`src/rtl/mem_arbiter.sv`:
```
// Arbiter sharing one single-port memory between the fetch and load/store ports.
// Data accesses win; a starve counter forces a fetch grant after STARVE_LIMIT data grants.
module mem_arbiter #(
    parameter int ADDR_WIDTH   = 32,
    parameter int MEM_LATENCY  = 1,
    parameter int STARVE_LIMIT = 4
) (
    input  logic                  clk,
    input  logic                  rst_n,
    input  logic                  if_req,
    input  logic [ADDR_WIDTH-1:0] if_addr,
    output logic [31:0]           if_rdata,
    output logic                  if_valid,
    input  logic                  d_req,
    input  logic [ADDR_WIDTH-1:0] d_addr,
    input  logic [31:0]           d_wdata,
    input  logic [2:0]            d_write_sections,
    output logic [31:0]           d_rdata,
    output logic                  d_valid,
    output logic                  mem_en,
    output logic [ADDR_WIDTH-1:0] mem_addr,
    output logic [31:0]           mem_wdata,
    output logic [2:0]            mem_write_sections,
    input  logic [31:0]           mem_rdata
);

    typedef enum logic [1:0] {
        IDLE  = 2'd0,
        ISSUE = 2'd1,
        WAIT  = 2'd2,
        RESP  = 2'd3
    } state_t;

    localparam logic [2:0] LAT_INIT   = 3'(MEM_LATENCY - 1);
    localparam logic [3:0] STARVE_MAX = 4'(STARVE_LIMIT);

    state_t                state_r, state_next_s;
    logic                  grant_d_s, grant_i_s;
    logic                  owner_d_r, owner_d_s;
    logic [2:0]            lat_cnt_r, lat_cnt_s;
    logic [3:0]            starve_r, starve_s;
    logic [31:0]           if_rdata_r, if_rdata_s;
    logic [31:0]           d_rdata_r, d_rdata_s;
    logic                  if_valid_r, if_valid_s;
    logic                  d_valid_r, d_valid_s;
    logic                  mem_en_r, mem_en_s;
    logic [ADDR_WIDTH-1:0] mem_addr_r, mem_addr_s;
    logic [31:0]           mem_wdata_r, mem_wdata_s;
    logic [2:0]            mem_ws_r, mem_ws_s;

    // Grant selection: data first unless fetch has waited through STARVE_LIMIT data grants.
    always_comb begin
        grant_d_s = 1'b0;
        grant_i_s = 1'b0;
        if (state_r == IDLE) begin
            grant_d_s = d_req && (!if_req || (starve_r < STARVE_MAX));
            grant_i_s = if_req && !grant_d_s;
        end else begin
            grant_d_s = 1'b0;
            grant_i_s = 1'b0;
        end
    end

    // State register.
    always_ff @(posedge clk or negedge rst_n) begin
        if (!rst_n) begin
            state_r <= IDLE;
        end else begin
            state_r <= state_next_s;
        end
    end

    // Next-state logic.
    always_comb begin
        state_next_s = state_r;
        case (state_r)
            IDLE:    state_next_s = (grant_d_s || grant_i_s) ? ISSUE : IDLE;
            ISSUE:   state_next_s = (mem_ws_r != 3'b000) ? RESP : WAIT;
            WAIT:    state_next_s = (lat_cnt_r == 3'd0) ? RESP : WAIT;
            RESP:    state_next_s = IDLE;
            default: state_next_s = IDLE;
        endcase
    end

    // Output logic: next values of the registered outputs and counters.
    always_comb begin
        owner_d_s   = owner_d_r;
        lat_cnt_s   = lat_cnt_r;
        starve_s    = starve_r;
        if_rdata_s  = if_rdata_r;
        d_rdata_s   = d_rdata_r;
        mem_addr_s  = mem_addr_r;
        mem_wdata_s = mem_wdata_r;
        if_valid_s  = 1'b0;
        d_valid_s   = 1'b0;
        mem_en_s    = 1'b0;
        mem_ws_s    = 3'b000;
        case (state_r)
            IDLE: begin
                if (grant_d_s) begin
                    owner_d_s   = 1'b1;
                    mem_en_s    = 1'b1;
                    mem_addr_s  = d_addr;
                    mem_wdata_s = d_wdata;
                    mem_ws_s    = d_write_sections;
                    if (if_req) begin
                        starve_s = (starve_r < STARVE_MAX) ? (starve_r + 4'd1) : starve_r;
                    end else begin
                        starve_s = 4'd0;
                    end
                end else if (grant_i_s) begin
                    owner_d_s   = 1'b0;
                    mem_en_s    = 1'b1;
                    mem_addr_s  = if_addr;
                    mem_wdata_s = 32'd0;
                    mem_ws_s    = 3'b000;
                    starve_s    = 4'd0;
                end else begin
                    mem_en_s = 1'b0;
                end
            end
            ISSUE: begin
                // Writes complete without waiting for the memory; reads arm the latency counter.
                if (mem_ws_r != 3'b000) begin
                    d_valid_s  = owner_d_r;
                    if_valid_s = !owner_d_r;
                end else begin
                    lat_cnt_s = LAT_INIT;
                end
            end
            WAIT: begin
                if (lat_cnt_r == 3'd0) begin
                    if (owner_d_r) begin
                        d_rdata_s = mem_rdata;
                        d_valid_s = 1'b1;
                    end else begin
                        if_rdata_s = mem_rdata;
                        if_valid_s = 1'b1;
                    end
                end else begin
                    lat_cnt_s = lat_cnt_r - 3'd1;
                end
            end
            RESP: begin
                lat_cnt_s = lat_cnt_r;
            end
            default: begin
                lat_cnt_s = 3'd0;
            end
        endcase
    end

    // Output and datapath registers.
    always_ff @(posedge clk or negedge rst_n) begin
        if (!rst_n) begin
            owner_d_r   <= 1'b0;
            lat_cnt_r   <= 3'd0;
            starve_r    <= 4'd0;
            if_rdata_r  <= 32'd0;
            d_rdata_r   <= 32'd0;
            if_valid_r  <= 1'b0;
            d_valid_r   <= 1'b0;
            mem_en_r    <= 1'b0;
            mem_addr_r  <= '0;
            mem_wdata_r <= 32'd0;
            mem_ws_r    <= 3'b000;
        end else begin
            owner_d_r   <= owner_d_s;
            lat_cnt_r   <= lat_cnt_s;
            starve_r    <= starve_s;
            if_rdata_r  <= if_rdata_s;
            d_rdata_r   <= d_rdata_s;
            if_valid_r  <= if_valid_s;
            d_valid_r   <= d_valid_s;
            mem_en_r    <= mem_en_s;
            mem_addr_r  <= mem_addr_s;
            mem_wdata_r <= mem_wdata_s;
            mem_ws_r    <= mem_ws_s;
        end
    end

    assign if_rdata           = if_rdata_r;
    assign if_valid           = if_valid_r;
    assign d_rdata            = d_rdata_r;
    assign d_valid            = d_valid_r;
    assign mem_en             = mem_en_r;
    assign mem_addr           = mem_addr_r;
    assign mem_wdata          = mem_wdata_r;
    assign mem_write_sections = mem_ws_r;

endmodule
```
`config.mk`:
```
export PLATFORM = sky130hd
export DESIGN_NAME = mem_arbiter
export DESIGN_NICKNAME = d
export VERILOG_FILES = /design/src/rtl/mem_arbiter.sv
export SDC_FILE = /design/constraint.sdc
export NUM_CORES = 1
export LEC_CHECK = 0
export CAP_MARGIN = 30
export CORE_MARGIN = 4
export CORE_UTILIZATION = 25
export CTS_CLUSTER_DIAMETER = 100
export CTS_CLUSTER_SIZE = 10
export DETAILED_ROUTE_END_ITERATION = 10
export SKIP_CTS_REPAIR_TIMING = 1
export SLEW_MARGIN = 20
export SYNTH_ARGS = -nofsm -noshare
export SYNTH_HDL_FRONTEND = slang
export SYNTH_SLANG_ARGS = --single-unit
```
`constraint.sdc`:
```
create_clock -name clk -period 2.23 [get_ports clk]
set_input_delay 0.5575 -clock clk [delete_from_list [all_inputs] [get_ports clk]]
set_output_delay 0.5575 -clock clk [all_outputs]
set_load 0.02 [all_outputs]
```
==> results, run 1 <==
- The class of the most critical setup path is reg2out.
- The mapped netlist covers around 0.0060 mm2.
- The most used flip-flop cell after synthesis is dfrtp_1.
- The internal portion of the total power is about 9.5 mW.
- The cell type with the highest aggregate area in the netlist is dfrtp_1.
- In this run the number of cells on the critical path is 1.
- The routed layout has ~4800 vias.
- Across every metal layer, demand over resource in global routing totals 0.140.
- The number of buffer and inverter stages on the critical path is 1.
- Relative to the synthesized area, the layout overhead comes to 63.0%.
- The clock insertion delay at the later pin of the skew report is 410 ps.
- Excluding fillers, the count of instances in the completed layout stands at 1051.
- The clock buffer count from CTS is 17.
- In this run the worst path has a maximum fanout of 3.
- In the final layout, the share of cells above drive strength 1 is 0.169.
- The number of max-slew violations in the final report was 0.
- The post-detailed-routing wire length is ~19000 um.
- The final weighted congestion in routability-driven placement is around 0.77.
- The endpoint class of the critical path is an output port.
- The H-tree was split into 4 levels.
- The floorplan has 56 rows.
- In this run the mean area of a mapped cell was about 13 um2.
- CTS placed an instance of clkbuf_16 at the clock tree root.
- Fill cells in the final layout number about 2300.
- The number of placed I/O pins is around 270.
- Setup violations remaining at the end of the flow were counted as 0.
- After synthesis, the share of flip-flops with an asynchronous set or reset is 1.00.
- The vertical extent of the die is around 160 um.
- Setup repair after global routing left no endpoint under its margin.
- The power share of the clock group is 0.205.
- The critical path capture point is mem_write_sections[1].
- The critical path startpoint category is a register.
- The total congestion overflow is 0.
- The switching part of the total is 0.360.
- Among all stages on the critical path, the largest delay is contributed by clkdlybuf4s50_1.
- Dividing total power by cell area gives a power density of about 1500 mW/mm2.
- CTS saw ~140 sinks.
- In this run the critical register-to-register path is launched from lat_cnt_r[0].
- The die is 162 um wide.
- Max-cap violations in this run came to 0.
- The number of antenna repair diodes is 0.
- The clock passes through at most 2 buffers.
- The number of placed instances, taps included is 1020.
- The floorplan step defined a core boundary enclosing between 0.02 and 0.025 mm2.
- Setup slack on the worst reg-to-reg path comes out at between 300 and 400 ps.
- Counting every net in the synthesized netlist gives just under 600.
- After the first detailed-routing iteration, the DRC count stood at between 150 and 200.
- Yosys mapped a number of flops with a built-in enable equal to 0.
- The critical path starts at mem_write_sections[1].
- Entering global routing, the biggest net connects 40 pins.
- The routed wirelength normalized by instance count is about 18 um.
- The leakage dissipation is 4.13 nW.
- The worst-case clock skew is a little over 8 ps.
- The required time reported for the critical path endpoint is roughly 1700 ps.
- The die covers 0.0264 mm2.
- The worst register-to-register path ends at if_rdata[18].
- The top cell family by delay on the critical path is buffers and inverters.
- The share of total power dissipated in sequential elements is 0.307.
- For the worst flop-to-flop path, the logic depth is 7.
- Dividing the final minimum period by the clock period gives 0.916.
- The clock edge transition at the registers on the reported setup and hold paths is roughly 70 ps.
- During placement, the flow inserted port buffers numbering about 270.
- After synthesis, the cell types taking the most area are dfrtp_1 (60%), mux2_4 (7.6%), mux2_2 (6.4%).
- The first global-routing pass estimated 29100 um of wire.
- The synthesized netlist cell count is 450.
- The count of antenna-violating nets left after detailed routing is 0.
- Dividing the detail-routed via count by the number of cells gives 4.52.
- The maximum operating frequency is 490 MHz.
- Summed over all nets, the switching power comes to about 5.3 mW.
- The transition time of the tightest slew-check pin is a little over 400 ps.
- The initial core utilization is 0.254.
- The number of antenna violations at the first check in global routing came to 0.
- The half-perimeter wire length after placement is 13000 um.
- Yosys mapped the design onto 35 distinct sky130hd cell types.
- The Yosys step of the flow raised 0 warnings.
- The number of synthesized register bits is between 100 and 150.
- Summed over all failing endpoints, the final setup total negative slack is 0 ps.
- Subtracting the final worst setup slack from the clock period gives 2040 ps.
- The number of nets in the layout is around 860.
- The worst voltage drop across the vdd grid is around 0.67 mV.
- The largest stage delay on the critical path is approximately 680 ps.
- The count of final hold-check violations is 0.
- The share of Yosys cell area claimed by the top area cell type is 0.604.
- After detailed routing, the number of remaining DRC violations is 0.
- The TritonCTS clock tree is done.
- The number of global-route vias before repair is 5077.
- The run finished with clean final reports.
- The share of total power dissipated in combinational logic is 0.488.
- The signal on the critical path passes through clkdlybuf4s50_1.
- The arrival time reported for the critical path endpoint is approximately 1500 ps.
- The class of the tightest hold or removal check is in2async.
- For this run, the detailed router's first-pass iteration total came to 4.
- The share of synthesized area occupied by flip-flops and latches is 0.604.
- Headroom to the max-slew limit came out at 0.725.
-- power groups by stage --
stage	clock network, mW	logic (mW)	registers (mW)
2_1_floorplan	0	2.50	5.92
3_3_place_gp	0	7.24	4.56
3_5_place_dp	0	7.32	4.56
4_1_cts	3.14	7.33	4.55
5_1_grt	3.26	7.75	4.72
6_report	3.04	7.24	4.54
-- cells by family after synthesis --
kind of cell	Yosys count	synth area share
adders and majority gates	6	0.0126
buffers and inverters	45	0.0409
DFF	144	0.604
muxes	64	0.140
AOI/OAI and AO/OA	142	0.166
and+or+nand+nor	49	0.0363
-- flip-flops by register name (all words and copies together) (netlist names), 2 cells and up --
register,flops
if_rdata,32
mem_write_sections,3
lat_cnt_r,3
starve_r,4
mem_addr,32
state_r,2
mem_wdata,32
d_rdata,32
-- layout by cell type, fill, tap and decap left out, types with 8 or more instances in the layout --
cell,synthesis,routed
o21ai_0,34,34
a21oi_1,32,32
mux2_2,34,34
clkbuf_16,0,17
mux2_4,30,30
a22o_1,33,33
a41oi_1,32,32
buf_4,2,13
dfrtp_1,144,144
nor2_1,34,33
clkdlybuf4s50_1,0,267
buf_12,3,8
-- final cells by class --
| class | count | area (um2) | share of cell area |
|---|---|---|---|
| sequential | 144 | 3600 | 0.371 |
| timing repair buffer | 289 | 2940 | 0.303 |
| multi-input combinational | 261 | 2130 | 0.220 |
| clock buffer | 18 | 429 | 0.0442 |
| tap | 319 | 399 | 0.0411 |
| clock inverter | 13 | 185 | 0.0191 |
| inverter | 7 | 26.3 | 0.00270 |
-- worst min path at each step --
| stage | startpoint | endpoint | slack (ps) | cells after the start |
|---|---|---|---|---|
| after detailed placement | lat_cnt_r[1] | lat_cnt_r[1] | 480 | 1 |
| after global placement | lat_cnt_r[1] | lat_cnt_r[1] | 480 | 1 |
| after floorplan | rst_n | d_rdata[0] | 260 | 0 |
| final | rst_n | d_rdata[7] | 60 | 1 |
| after CTS | rst_n | if_rdata[7] | 40 | 1 |
| after global routing | rst_n | if_rdata[14] | 50 | 1 |
-- through the flow --
stage / setup slack [ps] / util / area (um2) / total power [mW] / hold WS (ps)
floorplan: 548 / - / 5960 / 8.42 / 262
global placement: 173 / 0.388 / 9100 / 11.8 / 475
detailed placement: 149 / 0.388 / 9100 / 11.9 / 478
CTS: 142 / 0.414 / 9720 / 15.0 / 44.9
global route: 94.0 / 0.414 / 9720 / 15.7 / 53.4
finish: 188 / 0.414 / 9720 / 14.8 / 55.2
-- routing by layer --
layer	up-vias	track usage	wire length [um]
met5	-	0	0
met4	0	0.0354	187
met3	11	0.0623	2040
met2	216	0.216	8570
met1	2328	0.180	7750
li1	2198	-	-
-- synthesized netlist by cell type (2+ instances only) --
| cell type | n |
|---|---|
| ha_1 | 6 |
| o2bb2ai_1 | 2 |
| nor2_1 | 34 |
| buf_12 | 3 |
| dfrtp_1 | 144 |
| o21ai_0 | 34 |
| buf_2 | 9 |
| inv_1 | 6 |
| a21oi_1 | 32 |
| a22o_1 | 33 |
| buf_4 | 2 |
| mux2_2 | 34 |
| mux2_4 | 30 |
| clkbuf_1 | 23 |
| and2_1 | 6 |
| a41oi_1 | 32 |
| nand3_1 | 2 |
No activity file was read; power rests on OpenSTA's default activity.
==> run 2: changes to the inputs <==
Settings changed: CORE_UTILIZATION 25 to 42, PLACE_DENSITY_LB_ADDON from default to 0.1.
==> run 2 against run 1 <==
Effect of this change: via count increased by 1.8%; total power decreased by 1.4%; routed wire length decreased by 7.7%; critical path depth unchanged; first-iteration DRC count increased by 71%; critical endpoint is now mem_addr[26]; largest cell class unchanged; largest power group unchanged.
==> results, run 2 (synthesized netlist as in run 1, its figures left out) <==
- The clock buffer count from CTS is 17 (unchanged).
- The core occupancy in the finished layout is 0.684 (was 0.414).
- The time the final worst path needs with I/O delays and setup is 1980 ps (was 2040 ps).
- The number of global-route vias before repair is 5170 (was 5077).
- The post-detailed-route DRC marker count is 0 (unchanged).
- The least setup slack across all paths after layout was 252 ps (was 188 ps).
- The worst-case clock skew is 9.66 ps (was 8.25 ps).
- The fraction of final layout cells with drive strength greater than 1 came to 0.163 (was 0.169).
- The deepest clock path buffer count came to 2 (unchanged).
- The vertical extent of the die is 127 um (was 162 um).
- The endpoint class of the critical path is an output port (unchanged).
- The fraction of the cycle the final worst path needs is 0.887 (was 0.916).
- The post-detailed-routing wire length came to 17100 um (was 18500 um).
- The critical path capture point is mem_addr[26] (was mem_write_sections[1]).
- The required time reported for the critical path endpoint is 1670 ps (about the same).
- The most common cell after layout, fill and taps aside is clkdlybuf4s50_1 (unchanged).
- The area of the core is 0.0139 mm2 (was 0.0235 mm2).
- The clock edge transition at the registers on the reported setup and hold paths is 60 ps (was 70 ps).
- The leakage dissipation is 4.10 nW (was 4.13 nW).
- The count of input and output buffers came to 268 (unchanged).
- The top cell family by delay on the critical path is buffers and inverters (unchanged).
- RSZ-0062 raised after global routing: false (unchanged).
- The number of antenna repair diodes came to 0 (unchanged).
- The largest fanout on the critical path is 2 (was 3).
- Run status: complete, no violations (unchanged).
- CP cell instances: clkdlybuf4s50_1 (unchanged).
- The clock insertion delay at the later pin of the skew report came to 420 ps (was 410 ps).
- The maximum operating frequency is 506 MHz (was 490 MHz).
- The via count is 4838 (was 4753).
- The combined global-route utilization of all metal layers is 0.212 (was 0.140).
- The beginning of the critical path is mem_addr[26] (was mem_write_sections[1]).
- Leading cell types in the layout, fill and taps excluded: clkdlybuf4s50_1 (267), dfrtp_1 (144), o21ai_0 (34), mux2_2 (34) (unchanged).
- The number of placement rows is 43 (was 56).
- The worst voltage drop across the vdd grid was 0.905 mV (was 0.671 mV).
- The number of DRC markers in iteration 0 is 310 (was 181).
- The arrival time reported for the critical path endpoint is 1420 ps (was 1480 ps).
- The CTS sink count is 144 (unchanged).
- The number of detailed-routing iterations run before antenna repair was 4 (unchanged).
- The number of max-slew violations in the final report is 0 (unchanged).
- The worst relative slew slack is 0.388 (was 0.725).
- The worst slack at placement is -120 ps (was 149 ps).
- The number of placed I/O pins came to 269 (unchanged).
- The via-per-instance ratio is 5.32 (was 4.52).
- The design area is 0.00949 mm2 (was 0.00972 mm2).
- The number of H-tree levels is 4 (unchanged).
- The final weighted congestion in routability-driven placement is 0.839 (was 0.773).
- The count of final hold-check violations is 0 (unchanged).
- The total congestion overflow was 0 (unchanged).
- The half-perimeter wire length after placement is 12100 um (was 13000 um).
- The number of nets in the layout was 857 (was 861).
- The worst reg-to-reg path cell count is 7 (unchanged).
- The startpoint of the most critical register-to-register path is lat_cnt_r[0] (unchanged).
- The area of the die is 0.0162 mm2 (was 0.0264 mm2).
- The slack of the worst reg-to-reg path is 260 ps (was 380 ps).
- The count of antenna-violating nets left after detailed routing was 0 (unchanged).
- The initial core utilization is 0.430 (was 0.254).
- The transition time of the tightest slew-check pin came to 918 ps (was 412 ps).
- The class of the most critical setup path was reg2out (unchanged).
- The slowest cell on the critical path is clkdlybuf4s50_1 (unchanged).
- The width of the die came to 127 um (was 162 um).
- The number of buffer and inverter stages on the critical path is 1 (unchanged).
- The number of endpoints failing setup at the final stage is 0 (unchanged).
- The TritonCTS clock tree is done (unchanged).
- The max-capacitance violation count is 0 (unchanged).
- The routed wirelength normalized by instance count is 18.8 um (was 17.6 um).
- The first-pass GRT wire length came to 27100 um (was 29100 um).
- The class of the tightest hold or removal check was in2async (unchanged).
- The largest stage delay on the critical path is 630 ps (was 680 ps).
- The clock root buffer is clkbuf_16 (unchanged).
- The area growth from synthesis to layout came to 59.2% (was 63.0%).
- The critical path startpoint category is a register (unchanged).
- The pin count of the biggest net entering global routing is 49 (was 40).
- The area of placed instances is 0.00889 mm2 (was 0.00910 mm2).
- The power density normalized to cell area is 1540 mW/mm2 (was 1530 mW/mm2).
- The number of antenna violations at the first check in global routing is 0 (unchanged).
- The number of gates on the worst path with buffers counted is 1 (unchanged).
- The endpoint of the worst register-to-register path is if_rdata[11] (was if_rdata[18]).
-- run 2: changes by cell type in the layout (fill, tap and decap cells not counted), sizes merged --
cell / before / now
bufinv: 4 / 3
buf: 22 / 18
clkinv: 5 / 7
clkbuf: 18 / 19
clkinvlp: 2 / 1
-- run 2: area by class of cell --
| cell class | count | area [um2] |
|---|---|---|
| Inverter | 7 | 26.3 |
| Sequential cell | 144 | 3600 |
| Timing Repair Buffer | 285 | 2910 |
| Fill cell | 1058 | 4390 |
| Multi-Input combinational cell | 261 | 2130 |
| Tap cell | 180 | 225 |
| Clock buffer | 19 | 433 |
| Clock inverter | 13 | 161 |
-- run 2: how the worst min path moves through the flow --
stage	slack [ps]	end	cells past startpoint
2_1_floorplan	260	d_rdata[0]	0
3_3_place_gp	470	lat_cnt_r[2]	1
3_5_place_dp	470	lat_cnt_r[1]	1
4_1_cts	80	d_rdata[15]	1
5_1_grt	100	d_rdata[11]	1
6_report	80	d_rdata[11]	1
-- run 2: power breakdown --
| part | leakage (nW) | total, mW | internal (mW) | switching [mW] |
|---|---|---|---|---|
| clock network | 0.291 | 2.85 | 1.76 | 1.09 |
| registers | 1.72 | 4.58 | 3.86 | 0.718 |
| logic | 2.09 | 7.18 | 3.73 | 3.45 |
-- run 2: metrics by stage --
stage / TNS [ps] / std cells / power [mW] / hold WS, ps
detailed placement: -1820 / 877 / 11.8 / 474
global placement: -625 / 877 / 11.6 / 470
floorplan: 0 / 450 / 8.42 / 262
finish: 0 / 909 / 14.6 / 80.2
global route: 0 / 909 / 15.3 / 102
CTS: 0 / 909 / 14.8 / 79.1
-- run 2: metal layers --
layer / part of all wire / GRT usage / up-vias / wire [um]
li1: - / - / 2196 / -
met1: 0.40 / 0.262 / 2368 / 6920
met2: 0.48 / 0.334 / 231 / 8140
met3: 0.083 / 0.0727 / 43 / 1420
met4: 0.038 / 0.0997 / 0 / 648
met5: 0 / 0 / - / 0
==> RTL change 1 (config.mk and constraints of run 1) <==
Change the parameter `ADDR_WIDTH` from 32 to 40.
--- a/src/rtl/mem_arbiter.sv
+++ b/src/rtl/mem_arbiter.sv
@@ -1,7 +1,7 @@
 // Arbiter sharing one single-port memory between the fetch and load/store ports.
 // Data accesses win; a starve counter forces a fetch grant after STARVE_LIMIT data grants.
 module mem_arbiter #(
-    parameter int ADDR_WIDTH   = 32,
+    parameter int ADDR_WIDTH   = 40,
     parameter int MEM_LATENCY  = 1,
     parameter int STARVE_LIMIT = 4
 ) (
Interface: changed (resized d_addr, if_addr and mem_addr); port bits go from 269 to 293. No check against the original RTL was run, so the function may have changed too.
==> RTL change 1 against run 1 <==
Total power is 3.2% higher; count of clock-buffer cells in the layout stayed put; cell count is 7.2% higher; area after synthesis is 6.8% higher; hold slack worse by 23 ps; highest routed layer unchanged; worst setup slack better by 26 ps; critical path depth stayed put; design area is 5.8% higher; sequential cell count is 8 higher; critical path type unchanged; clock skew is 3.6 ps higher; register-to-register slack worse by 20 ps; synthesized cell count is 10% higher; non-clock buffer count is 24 higher; routed wire length is 11% higher.
==> RTL change 1: results (changes against run 1) <==
status: "finished clean"
p_leak_nw: 4.32  # +4.8%
drive_above_1_share_pct: 15.7  # -1.3 points
grt_pass1_vias: 5485  # +8.0%
gp_congestion: 0.824  # +6.5%
grt_pass1_wl_um: 32400  # +12%
clk_share_pct: 5.31  # -1.0 points
arrival_ps: 1460  # -20 ps
seq_share_pct: 37.0  # -0.083 points
yosysSeqAreaShare_pct: 59.7  # -0.69 points
nNetsFinal: 941  # +9.3%
crit_fanout: 2  # -1
synthTopCellsByArea: "dfrtp_1 (60%), mux2_4 (7.1%), mux2_2 (6.0%)"
io_buffers: 292  # +9.0%
grtUsageMet3_pct: 5.22  # -1.0 points
largest_reg_flops: 40
syn_nets: 654  # +11%
slew_headroom_pct: 72.3  # -0.22 points
grt_use_total_pct: 14.5  # +0.51 points
grt_max_degree: 45  # +13%
ys_top_cells_by_count: "dfrtp_1 (152), nor2_1 (42), o21ai_0 (42)"
cts.sinks: 152  # +5.6%
grt_use_met1_pct: 19.6  # +1.6 points
finalWirelength_um: 20700  # +11%
fillers: 2422  # +6.3%
clock_skew_ps: 11.8  # +3.57 ps
signal_buffers: 313  # +8.3%
place_hpwl_um: 14500  # +12%
## RTL change 1: changes by cell type in the layout (fill, tap and decap cells not counted), sizes merged, moves of 5 or more
cell | before | now
nor2 | 34 | 42
a41oi | 32 | 40
o21ai | 36 | 44
dfrtp | 144 | 152
inv | 9 | 14
clkdlybuf4s50 | 267 | 291
a21oi | 32 | 40
## RTL change 1: final timing paths
check	from	end	slack (ps)	cells after the start
setup reg to reg	lat_cnt_r[0]	if_rdata[7]	360	7
max in group asynchronous	rst_n	mem_wdata[13]	1600	2
setup / recovery	mem_addr[5]	mem_addr[5]	210	1
min in group clk	lat_cnt_r[1]	lat_cnt_r[1]	490	1
hold reg to reg	lat_cnt_r[1]	lat_cnt_r[1]	490	1
hold / removal	rst_n	d_rdata[14]	30	1
## RTL change 1: layer usage
metal	part of all wire (%)	vias to the layer above
li1	-	2411
met1	45	2609
met2	45	249
met3	8.2	18
met4	1.3	0
met5	0	-
## RTL change 1: logic make-up (layout without fill, tap and decap cells)
logic type               count (synthesis)  in the layout  share of synthesized area (%)
AO/OA/AOI/OAI                          166            166                           17.9
adder cells (fa/ha/maj)                  6              6                           1.18
buffers and inverters                   52            352                           4.21
flip-flops                             152            152                           59.7
multiplexers                            64             64                           13.1
AND/OR/NAND/NOR                         57             57                           3.87
## RTL change 1: per-stage QoR
stage / instance area [µm²] / instances / power, mW
after CTS: 10300 / 1127 / 15.5
after global placement: 9740 / 1095 / 12.6
after detailed placement: 9740 / 1095 / 12.7
after floorplan: 6370 / 497 / 8.96
after global routing: 10300 / 1127 / 16.2
final: 10300 / 1127 / 15.3
## RTL change 1: power breakdown
part | internal (mW) | switching, mW
Combinational | 3.98 | 3.82
Clock | 1.46 | 1.26
Sequential | 4.07 | 0.714
==> RTL change 2 (settings of run 1) <==
Without the edit above. Re-encode `state_t` (4 states) as one-hot, 4 bits wide.
--- a/src/rtl/mem_arbiter.sv
+++ b/src/rtl/mem_arbiter.sv
@@ -24,11 +24,11 @@
     input  logic [31:0]           mem_rdata
 );
 
-    typedef enum logic [1:0] {
-        IDLE  = 2'd0,
-        ISSUE = 2'd1,
-        WAIT  = 2'd2,
-        RESP  = 2'd3
+    typedef enum logic [3:0] {
+        IDLE  = 4'b0001,
+        ISSUE = 4'b0010,
+        WAIT  = 4'b0100,
+        RESP  = 4'b1000
     } state_t;
 
     localparam logic [2:0] LAT_INIT   = 3'(MEM_LATENCY - 1);
Formal check against the unedited RTL: no difference found for any inputs over 4 cycles, from zero or initial values and one cycle with rst_n low; so few cycles prove little.
==> RTL change 2 against run 1 <==
Sequential cell count increased by 2; synthesized cell count decreased by 4.7%; clock power decreased by 6%; worst setup slack improved by 34 ps; maximum frequency increased by 1.7%; die area increased by 1.4%; design area increased by 1.3%; via count decreased by 0.76%; area after synthesis increased by 1.4%; total power decreased by 0.75%; routed wire length increased by 4.0%; clock skew increased by 3.9 ps; global-route usage increased by 0.20 points; critical path type unchanged; largest cell class unchanged.
==> RTL change 2: results (changes against run 1) <==
drive_above_1_share_pct: 17.4  # +0.46 points
critical-path-max-stage-delay_ps: 680  # about the same
crit_family: "buffers and inverters"
ir_drop_uv: 519  # -23%
placed_area_um2: 9250  # +1.6%
crit_fanout: 2  # -1
postSynthAreaPerCell_um2: 14.1  # +6.4%
dr_total_vias: 4717  # -0.76%
tightest_slew_ps: 560  # +148 ps
first_iter_violations: 194  # +7.2%
nNetsFinal: 833  # -3.3%
grt_pass1_vias: 5031  # -0.91%
clkTransAtPathRegs_ps: 60
cts_buffer_depth: 2  # unchanged
clock_skew_ps: 12.1  # +3.86 ps
synthTopCellsByArea: "dfrtp_1 (60%), mux2_2 (12%), o311a_1 (5.3%)"
grt_use_total_pct: 14.2  # +0.20 points
grt_pass1_wl_um: 29200  # +0.55%
drt-wirelength-per-cell_um: 18.7  # +6.2%
antenna_found_initial: 2  # +2
p_leak_nw: 4.06  # -1.5%
gp_congestion: 0.733  # -5.2%
yosysWarnings: 0  # unchanged
syn_nets: 567  # -4.1%
status: "finished clean"
cts_buffers: 17  # unchanged
place_inst: 995  # -2.5%
finalWirelength_um: 19300  # +4.0%
grt_max_degree: 56  # +40%
post_synth_num_cell_types: 38  # +8.6%
io_buffers: 268  # unchanged
hp-class: "primary input to async pin"
place_hpwl_um: 13900  # +6.4%
root_buffer: "clkbuf_16"
ys_top_cells_by_count: "dfrtp_1 (145), mux2_2 (64), a22o_1 (33)"
yosysSeqAreaShare_pct: 60.4  # about the same
## RTL change 2: final cells by class
cell class	instances	area (µm²)
fillers	2274	13800
flip-flops and latches	146	3650
repair buffers	287	2960
multi-input cells	236	2200
clock buffers	18	439
well taps	319	399
clock inverters	13	149
inverters	7	26.3
diodes	3	7.51
## RTL change 2: worst paths after layout
| path | end | startpoint | depth (start not counted) | slack (ps) |
|---|---|---|---|---|
| max | mem_addr[7] | mem_addr[7] | 1 | 220 |
| min | mem_wdata[26] | rst_n | 1 | 110 |
| max reg2reg | mem_addr[27] | state_r[0] | 4 | 340 |
| min reg2reg | d_rdata[12] | d_rdata[12] | 1 | 490 |
| max in group asynchronous | mem_addr[23] | rst_n | 2 | 1490 |
| min in group clk | d_rdata[12] | d_rdata[12] | 1 | 490 |
## RTL change 2: report_power, final
part | switching [mW] | leakage, nW | internal [mW]
Sequential | 0.666 | 1.76 | 3.89
Clock | 1.17 | 0.292 | 1.69
Combinational | 3.55 | 2.01 | 3.75
Total | 5.38 | 4.06 | 9.33
## RTL change 2: per-stage QoR
stage	utilization (%)	setup slack (ps)
final	41.7	222
after global routing	41.7	170
after CTS	41.7	197
after detailed placement	39.2	101
after global placement	39.2	128
after floorplan	-	501
## RTL change 2: per-layer routing
layer,routed length [µm],GRT usage (%)
met1,7410,16.1
met4,490,5.76
met2,10300,24.8
met5,0,0
met3,1070,4.34
## RTL change 2: logic make-up after synthesis
group / count (synthesis) / share of synthesized area (%)
flip-flops: 146 / 60.4
AO/OA/AOI/OAI: 110 / 15.5
multiplexers: 65 / 12.1
AND/OR/NAND/NOR: 57 / 7.74
buffers and inverters: 47 / 3.43
adder cells (fa/ha/maj): 3 / 0.621
XOR/XNOR: 1 / 0.145
